File: src/rtl/edge_bram_arbiter.sv
// edge_bram_arbiter: serializes the edge writer, contour tracer and display
// reader onto the single BRAM port. Returns read data to the issuing client
// RD_LAT+1 cycles after its grant.
module edge_bram_arbiter #(
  parameter int WIDTH  = 640,
  parameter int HEIGHT = 480,
  parameter int RD_LAT = 2
) (
  input  logic        clk,
  input  logic        rst_n,
  // edge writer
  input  logic        req_wr,
  input  logic        we_wr,
  input  logic [18:0] addr_wr,
  input  logic [2:0]  wdata_wr,
  output logic        gnt_wr,
  output logic        rvalid_wr,
  output logic [2:0]  rdata_wr,
  // contour tracer
  input  logic        req_tr,
  input  logic        we_tr,
  input  logic [18:0] addr_tr,
  input  logic [2:0]  wdata_tr,
  output logic        gnt_tr,
  output logic        rvalid_tr,
  output logic [2:0]  rdata_tr,
  // display reader
  input  logic        req_dp,
  input  logic        we_dp,
  input  logic [18:0] addr_dp,
  input  logic [2:0]  wdata_dp,
  output logic        gnt_dp,
  output logic        rvalid_dp,
  output logic [2:0]  rdata_dp,
  // BRAM port
  output logic [18:0] bram_addr,
  output logic        bram_we,
  output logic [2:0]  bram_din,
  input  logic [2:0]  bram_dout,
  output logic        oob_err
);

  localparam int AW = 19;
  localparam int DW = 3;
  localparam int NCLI = 3;
  localparam logic [AW-1:0] PIX = AW'(WIDTH * HEIGHT);
  localparam logic [1:0] ID_WR = 2'd0;
  localparam logic [1:0] ID_TR = 2'd1;
  localparam logic [1:0] ID_DP = 2'd2;
  localparam logic RR_WR = 1'b0;
  localparam logic RR_TR = 1'b1;

  // Return-path tag: which client issued the read and whether it was out of range.
  typedef struct packed {
    logic [1:0] id;
    logic       oob;
  } tag_t;

  logic                      rr;       // preferred client among wr/tr
  logic                      any_gnt;
  logic                      sel_we;
  logic                      sel_oob;
  logic [AW-1:0]             sel_addr;
  logic [DW-1:0]             sel_din;
  logic [1:0]                sel_id;
  logic [RD_LAT:0]           vld_pipe; // read issued, per stage
  tag_t [RD_LAT:0]           tag_pipe;
  logic [NCLI-1:0]           rvalid;
  logic [NCLI-1:0][DW-1:0]   rdata;

  // Fixed priority for the display, round-robin between writer and tracer.
  always_comb begin
    gnt_wr = 1'b0;
    gnt_tr = 1'b0;
    gnt_dp = 1'b0;
    if (req_dp) begin
      gnt_dp = 1'b1;
    end else if (req_wr && req_tr) begin
      gnt_wr = (rr == RR_WR);
      gnt_tr = (rr == RR_TR);
    end else begin
      gnt_wr = req_wr;
      gnt_tr = req_tr;
    end
  end

  // Steer the winning client's request onto the BRAM side.
  always_comb begin
    any_gnt  = gnt_wr | gnt_tr | gnt_dp;
    sel_id   = ID_WR;
    sel_we   = we_wr;
    sel_addr = addr_wr;
    sel_din  = wdata_wr;
    if (gnt_dp) begin
      sel_id   = ID_DP;
      sel_we   = we_dp;
      sel_addr = addr_dp;
      sel_din  = wdata_dp;
    end else if (gnt_tr) begin
      sel_id   = ID_TR;
      sel_we   = we_tr;
      sel_addr = addr_tr;
      sel_din  = wdata_tr;
    end
    sel_oob = (sel_addr >= PIX);
  end

  // BRAM port registers, round-robin pointer and sticky out-of-range flag.
  // Out-of-range accesses are accepted but never write the memory.
  always_ff @(posedge clk) begin
    if (!rst_n) begin
      bram_addr <= '0;
      bram_we   <= 1'b0;
      bram_din  <= '0;
      rr        <= RR_WR;
      oob_err   <= 1'b0;
    end else begin
      bram_we <= any_gnt & sel_we & ~sel_oob;
      if (any_gnt) begin
        bram_addr <= sel_addr;
        bram_din  <= sel_din;
      end
      if (gnt_wr)      rr <= RR_TR;
      else if (gnt_tr) rr <= RR_WR;
      if (any_gnt && sel_oob) oob_err <= 1'b1;
    end
  end

  // Tag shift register; stage RD_LAT lines up with bram_dout of that read.
  always_ff @(posedge clk) begin
    if (!rst_n) begin
      vld_pipe <= '0;
      tag_pipe <= '0;
    end else begin
      vld_pipe[0] <= any_gnt & ~sel_we;
      tag_pipe[0] <= tag_t'{id: sel_id, oob: sel_oob};
      for (int i = 1; i <= RD_LAT; i++) begin
        vld_pipe[i] <= vld_pipe[i-1];
        tag_pipe[i] <= tag_pipe[i-1];
      end
    end
  end

  generate
    for (genvar k = 0; k < NCLI; k++) begin : g_ret
      assign rvalid[k] = vld_pipe[RD_LAT] && (tag_pipe[RD_LAT].id == 2'(k));
      assign rdata[k]  = (rvalid[k] && !tag_pipe[RD_LAT].oob) ? bram_dout : '0;
    end
  endgenerate

  assign rvalid_wr = rvalid[ID_WR];
  assign rvalid_tr = rvalid[ID_TR];
  assign rvalid_dp = rvalid[ID_DP];
  assign rdata_wr  = rdata[ID_WR];
  assign rdata_tr  = rdata[ID_TR];
  assign rdata_dp  = rdata[ID_DP];

endmodule

File: config.mk
export PLATFORM = sky130hd
export DESIGN_NAME = edge_bram_arbiter
export DESIGN_NICKNAME = d
export VERILOG_FILES = /design/src/rtl/edge_bram_arbiter.sv
export SDC_FILE = /design/constraint.sdc
export NUM_CORES = 1
export LEC_CHECK = 0
export CAP_MARGIN = 0
export CORE_MARGIN = 2
export CORE_UTILIZATION = 36
export DETAILED_ROUTE_END_ITERATION = 8
export PLACE_DENSITY = 0.81
export SYNTH_ARGS = -nofsm -noshare
export SYNTH_HDL_FRONTEND = slang
export SYNTH_SLANG_ARGS = --single-unit
export TNS_END_PERCENT = 1
File: constraint.sdc
create_clock -name clk -period 2.4 [get_ports clk]
set_clock_uncertainty 0.15 [all_clocks]
set_input_delay 0.48 -clock clk [delete_from_list [all_inputs] [get_ports clk]]
set_output_delay 0.48 -clock clk [all_outputs]
set_load 0.01 [all_outputs]
## Yosys cells after proc, flatten, opt, wreduce, memory -nomap -nowiden

Cells that the tools add are included.

| cells by class | value |
|---|---|
| bitwise operators | 9 |
| mux-type cells | 18 |
| reductions and logical operators | 12 |
| eq/ne operators | 2 |
| $lt $le $gt $ge | 1 |

Operators with widths:

| operator | count |
|---|---|
| $mux W19 | 2 |
| $ge A19 B19 Y1 const B | 1 |
| $mux W3 | 5 |
| $mux W1 | 10 |
| $logic_and A1 B1 Y1 | 8 |
| $not A1 Y1 | 4 |
| $and A1 B1 Y1 | 3 |
| $eq A2 B1 Y1 const B | 1 |
| $eq A2 B2 Y1 const B | 1 |
| $logic_not A2 Y1 | 1 |
| $mux W2 | 1 |
| $or A1 B1 Y1 | 2 |
| $reduce_bool A2 Y1 | 1 |
| $reduce_or A2 Y1 | 1 |
| $logic_not A1 Y1 | 1 |

| word-level totals | value |
|---|---|
| bits in registers | 37 |
| output and inout bits | 39 |
| word-level logic and storage cells | 55 |
| input port bits | 77 |

## Depth between registers and ports, before layout

Gate-level depths: netlist of run 1.

| depth | value |
|---|---|
| word-level depth | 8 |
| depth in mapped cells | 7 |
| gate-level depth less buffers | 6 |

## Least setup slack after synthesis of run 1

No wires, ideal clock.

| timing path | value |
|---|---|
| kind | input to register |
| start point | input req_tr |
| end point | register oob_err |
| data arrival time | 1.661 ns |
| stages on the path | 6 |
| slack | 0.472 ns |
| required time | 2.133 ns |
| path through | buf_2 nand3b_4 or3_1 a222oi_1 o21ai_1 a32o_1 |

| between the ends | value |
|---|---|
| longest elaborated chain between the ends | 7 |

Ends and longest elaborated chain:

| item | line | text |
|---|---|---|
| start: declaration | 20 | `input logic req_tr,` |
| $logic_and A1 B1 Y1 | 78 | `end else if (req_wr && req_tr) begin` |
| $mux W1 | 78 |  |
| $mux W1 | 76 | `if (req_dp) begin` |
| $mux W19 | 99 | `end else if (gnt_tr) begin` |
| $mux W19 | 94 | `if (gnt_dp) begin` |
| $ge A19 B19 Y1 | 105 | `sel_oob = (sel_addr >= PIX);` |
| $logic_and A1 B1 Y1 (*) | 125 | `if (any_gnt && sel_oob) oob_err <= 1'b1;` |
| end signal: assignment | 116 | `oob_err <= 1'b0;` |
| end signal: assignment | 125 |  |
| end: declaration | 40 | `output logic oob_err` |

Mark *: on every way between the ends. The rest lies on a longest branch, timed or not.
A chain may end at the register's enable or synchronous reset.

## Worst setup path after layout of run 1

| timing path | value |
|---|---|
| start point | input bram_dout[1] |
| end point | output rdata_tr[1] |

| between the ends | value |
|---|---|
| longest elaborated chain between the ends | 1 |

Ends and longest elaborated chain:

| item | line | text |
|---|---|---|
| start: declaration | 39 | `input logic [2:0] bram_dout,` |
| $mux W3 | 147 | `assign rdata[k] = (rvalid[k] && !tag_pipe[RD_LAT].oob) ? bram_dout : '0;` |
| end: declaration | 26 | `output logic [2:0] rdata_tr,` |

No other way between the ends.

==> impl_metrics.tcl, run 1 <==
set metrics [dict create \
    worstRegToRegCells 8 \
    synth.most_common_cell "sky130_fd_sc_hd__dfxtp_1" \
    average_detailed_routed_wire_length_per_instance_um 14.29 \
    postSynthRegisterBits 37 \
    tritoncts.num_buffers 5 \
    antenna_found_initial 0 \
    cts.sink_count 37 \
    power_frac_clock_pct 26.5 \
    numPortBuffers 115 \
    io_pins 116 \
    report.final.setup_viol 0 \
    combPwrFrac_pct 27.1 \
    grt_pass1_vias 1814 \
    min_period_over_period_pct 95.68 \
    synthTopCellsByArea "sky130_fd_sc_hd__dfxtp_1, sky130_fd_sc_hd__mux2i_1, sky130_fd_sc_hd__a22o_1, sky130_fd_sc_hd__o21ai_0, sky130_fd_sc_hd__nand2_1" \
    synth_common_cells "sky130_fd_sc_hd__dfxtp_1, sky130_fd_sc_hd__nand2_1, sky130_fd_sc_hd__a22o_1, sky130_fd_sc_hd__o21ai_0, sky130_fd_sc_hd__mux2i_1" \
    synth_top_cell_by_area "sky130_fd_sc_hd__dfxtp_1" \
    synth_fa_ha_area_share_pct 0 \
    starting_density_pct 37.33 \
    intPower_mw 1.099 \
    die-width_um 73.76 \
    insertedDiodeCount 0 \
    synthesis.yosys.warnings 0 \
    die-height_um 73.76 \
    avg_synthesized_cell_area_um2 9.076 \
    worst_path_max_delay_cell "sky130_fd_sc_hd__clkdlybuf4s50_1" \
    final_antenna_net_count 0 \
    synth_compound_gate_area_share_pct 21.21 \
    power.static_leakage_nw 1.366 \
    synth_nets 270 \
    synth.mux.area_fraction_pct 12.93 \
    final_max_slew_violation_count 0 \
    core_area_um2 4692 \
    row_count 25 \
    route.vias.total 1848 \
    postSynth.asyncResetShare_pct 0 \
    finalHoldViolations 0 \
    tritoncts "done" \
    critical_path_peak_fanout 3 \
    finalNonFillerCells 367 \
    timing_worst_slew_pin_value_ns 0.3948 \
    place_inst 360 \
    synth.yosys.seq_area_share_pct 42.29 \
    criticalPathCategory "in2out" \
    drv.max_cap_violation_count 0 \
    first_iter_violations 91 \
    dpl.hpwl_mm 4.166 \
    clock_tree.buffer_depth 2 \
    power.switching_mw 0.3606 \
    swShare_pct 24.71 \
    worst_ir_drop_vdd_uv 243.0 \
    seq_power_share_pct 46.4 \
    clock_latency_ns 0.28 \
    timing.critical_path.cells "clkdlybuf4s50_1 > nand2b_1 > nor2_1 > clkdlybuf4s50_1" \
    path_clk_slew_ns 0.06 \
    synth.top_cell.area_share_pct 42.29 \
    required_time_of_the_critical_path_ns 1.77 \
    holdPathStages 1 \
    die-area_um2 5440 \
    dominant_combinational_cell_family_by_area_after_synthesis "compound AO/OA/AOI/OAI gates" \
    pre_cts_ws_ns -0.1864 \
    area.growth.synth_to_final_pct 76.00 \
    outcome "finished, final reports clean" \
    postSynth.topFlopCell "sky130_fd_sc_hd__dfxtp_1" \
    slew_headroom_pct 73.40 \
    worst_path_largest_cell_delay_ns 0.54 \
    synth-xor-area-share_pct 0 \
    final_ws_setup_ns 0.1036 \
    synth_simple_gate_area_share_pct 18.79 \
    arrival_ns 1.67 \
    drt-pass1-iter-count 4 \
    grt_usage_pct 19.52 \
    timing.critical_path.mode_cell "sky130_fd_sc_hd__clkdlybuf4s50_1" \
    rsz0062_at_grt "no" \
    final.hold.worst_slack_ns 0.2828 \
    cellPowerDensity_nw_per_um2 473.4 \
    synth.cell_area_um2 1752 \
    timing.fmax_mhz 435.5 \
    worstSetupStartpointType "input pin" \
    finalCriticalPeriod_ns 2.296 \
    gp_routability_congestion 0.8066 \
    cts.root.buffer_cell "sky130_fd_sc_hd__clkbuf_8" \
    drc 0 \
    synth_edf_count 0 \
    grt-ovfl-total 0 \
    drt-total-wl_mm 5.245 \
    final.setup.tns_ns 0 \
    cts.htree.levels 2 \
    post_synth_inst_count 193 \
    layout_cell_share_with_drive_strength_beyond_1_pct 8.946 \
    min_path_type "reg2reg" \
    viasPerCell 5.035 \
    maximum_number_of_pins_on_one_net_before_global_route_repair 43 \
    grt_first_pass_wirelength_mm 8.183 \
    finish.net_count 391 \
    ys_types 33 \
    critPathCaptureType "primary output" \
]
==> cell usage in the layout, fill, tap and decap left out, drive strengths merged, types with 7 or more instances in the layout <==
cell type / count
a22o: 19
o21ai: 20
dlygate4sd2: 7
and2: 12
mux2i: 17
dfxtp: 37
clkdlybuf4s50: 108
buf: 13
nand2: 24
nor2: 9
nand2b: 7
==> cell families (layout without fill, tap and decap cells) <==
kind of cell           Yosys count  after routing
AOI/OAI and AO/OA               53             53
and+or+nand+nor                 62             62
buffers and inverters           19            139
muxes                           22             22
DFF                             37             37
==> timing repair <==
action                                  4_1_cts  5_1_grt
gates cloned                                  0        0
gates resized for setup                       7        1
endpoints found under the setup margin        5        1
pin swaps                                     0        0
setup buffers                                 1        0
hold buffers                                  0        0
==> area by class of cell <==
cell class	count	area, um^2
Sequential cell	37	740.7
Clock buffer	5	68.82
Multi-Input combinational cell	137	929.6
Clock inverter	1	5.005
Tap cell	54	67.56
Fill cell	410	1609
Inverter	5	18.77
Timing Repair Buffer	128	1252
==> per-stage QoR <==
stage | instance area (um^2) | util, % | total power, mW
2_1_floorplan | 1752 | - | 0.8427
3_3_place_gp | 3008 | 64.11 | 1.081
3_5_place_dp | 3008 | 64.11 | 1.087
4_1_cts | 3080 | 65.65 | 1.476
5_1_grt | 3083 | 65.71 | 1.533
6_report | 3083 | 65.71 | 1.460
==> power by group through the flow <==
stage | combinational [mW] | clock, mW | sequential, mW
finish | 0.395 | 0.387 | 0.677
global route | 0.426 | 0.425 | 0.682
CTS | 0.397 | 0.402 | 0.677
detailed placement | 0.398 | 0 | 0.689
global placement | 0.392 | 0 | 0.689
floorplan | 0.140 | 0 | 0.703
==> worst max-delay path, delay by kind of cell <==
| family | cells | cell delay, ns |
|---|---|---|
| buffers and inverters | 2 | 0.99 |
| AND/OR/NAND/NOR | 2 | 0.20 |
==> worst paths after layout <==
path / startpoint / end / slack (ns)
worst max-delay path: bram_dout[1] / rdata_tr[1] / 0.10
worst min-delay path: tag_pipe[3] / tag_pipe[6] / 0.28
worst max register to register: rr / bram_addr[10] / 0.45
worst min register to register: tag_pipe[3] / tag_pipe[6] / 0.28
==> flip-flops by register name (all words and copies together) (netlist names) <==
| name | cells |
|---|---|
| tag_pipe | 9 |
| bram_we | 1 |
| rr | 1 |
| bram_din | 3 |
| bram_addr | 19 |
| vld_pipe | 3 |
| oob_err | 1 |
==> metal layers <==
metal	track usage (%)	share of wire, %
met1	20.62	37
met2	33.43	51
met3	10.84	11
met4	5.253	1.8
met5	0	0
No activity file was read; power rests on OpenSTA's default activity.
==> inputs of run 2 (changes only) <==
--- a/config.mk
+++ b/config.mk
@@ -5,7 +5,7 @@
 export SDC_FILE = /design/constraint.sdc
 export NUM_CORES = 1
 export LEC_CHECK = 0
-export CAP_MARGIN = 0
+export CAP_MARGIN = 25
 export CORE_MARGIN = 2
 export CORE_UTILIZATION = 36
 export DETAILED_ROUTE_END_ITERATION = 8
==> results of run 2 <==
Final layout, timing and power as in run 1 (identical DEF).
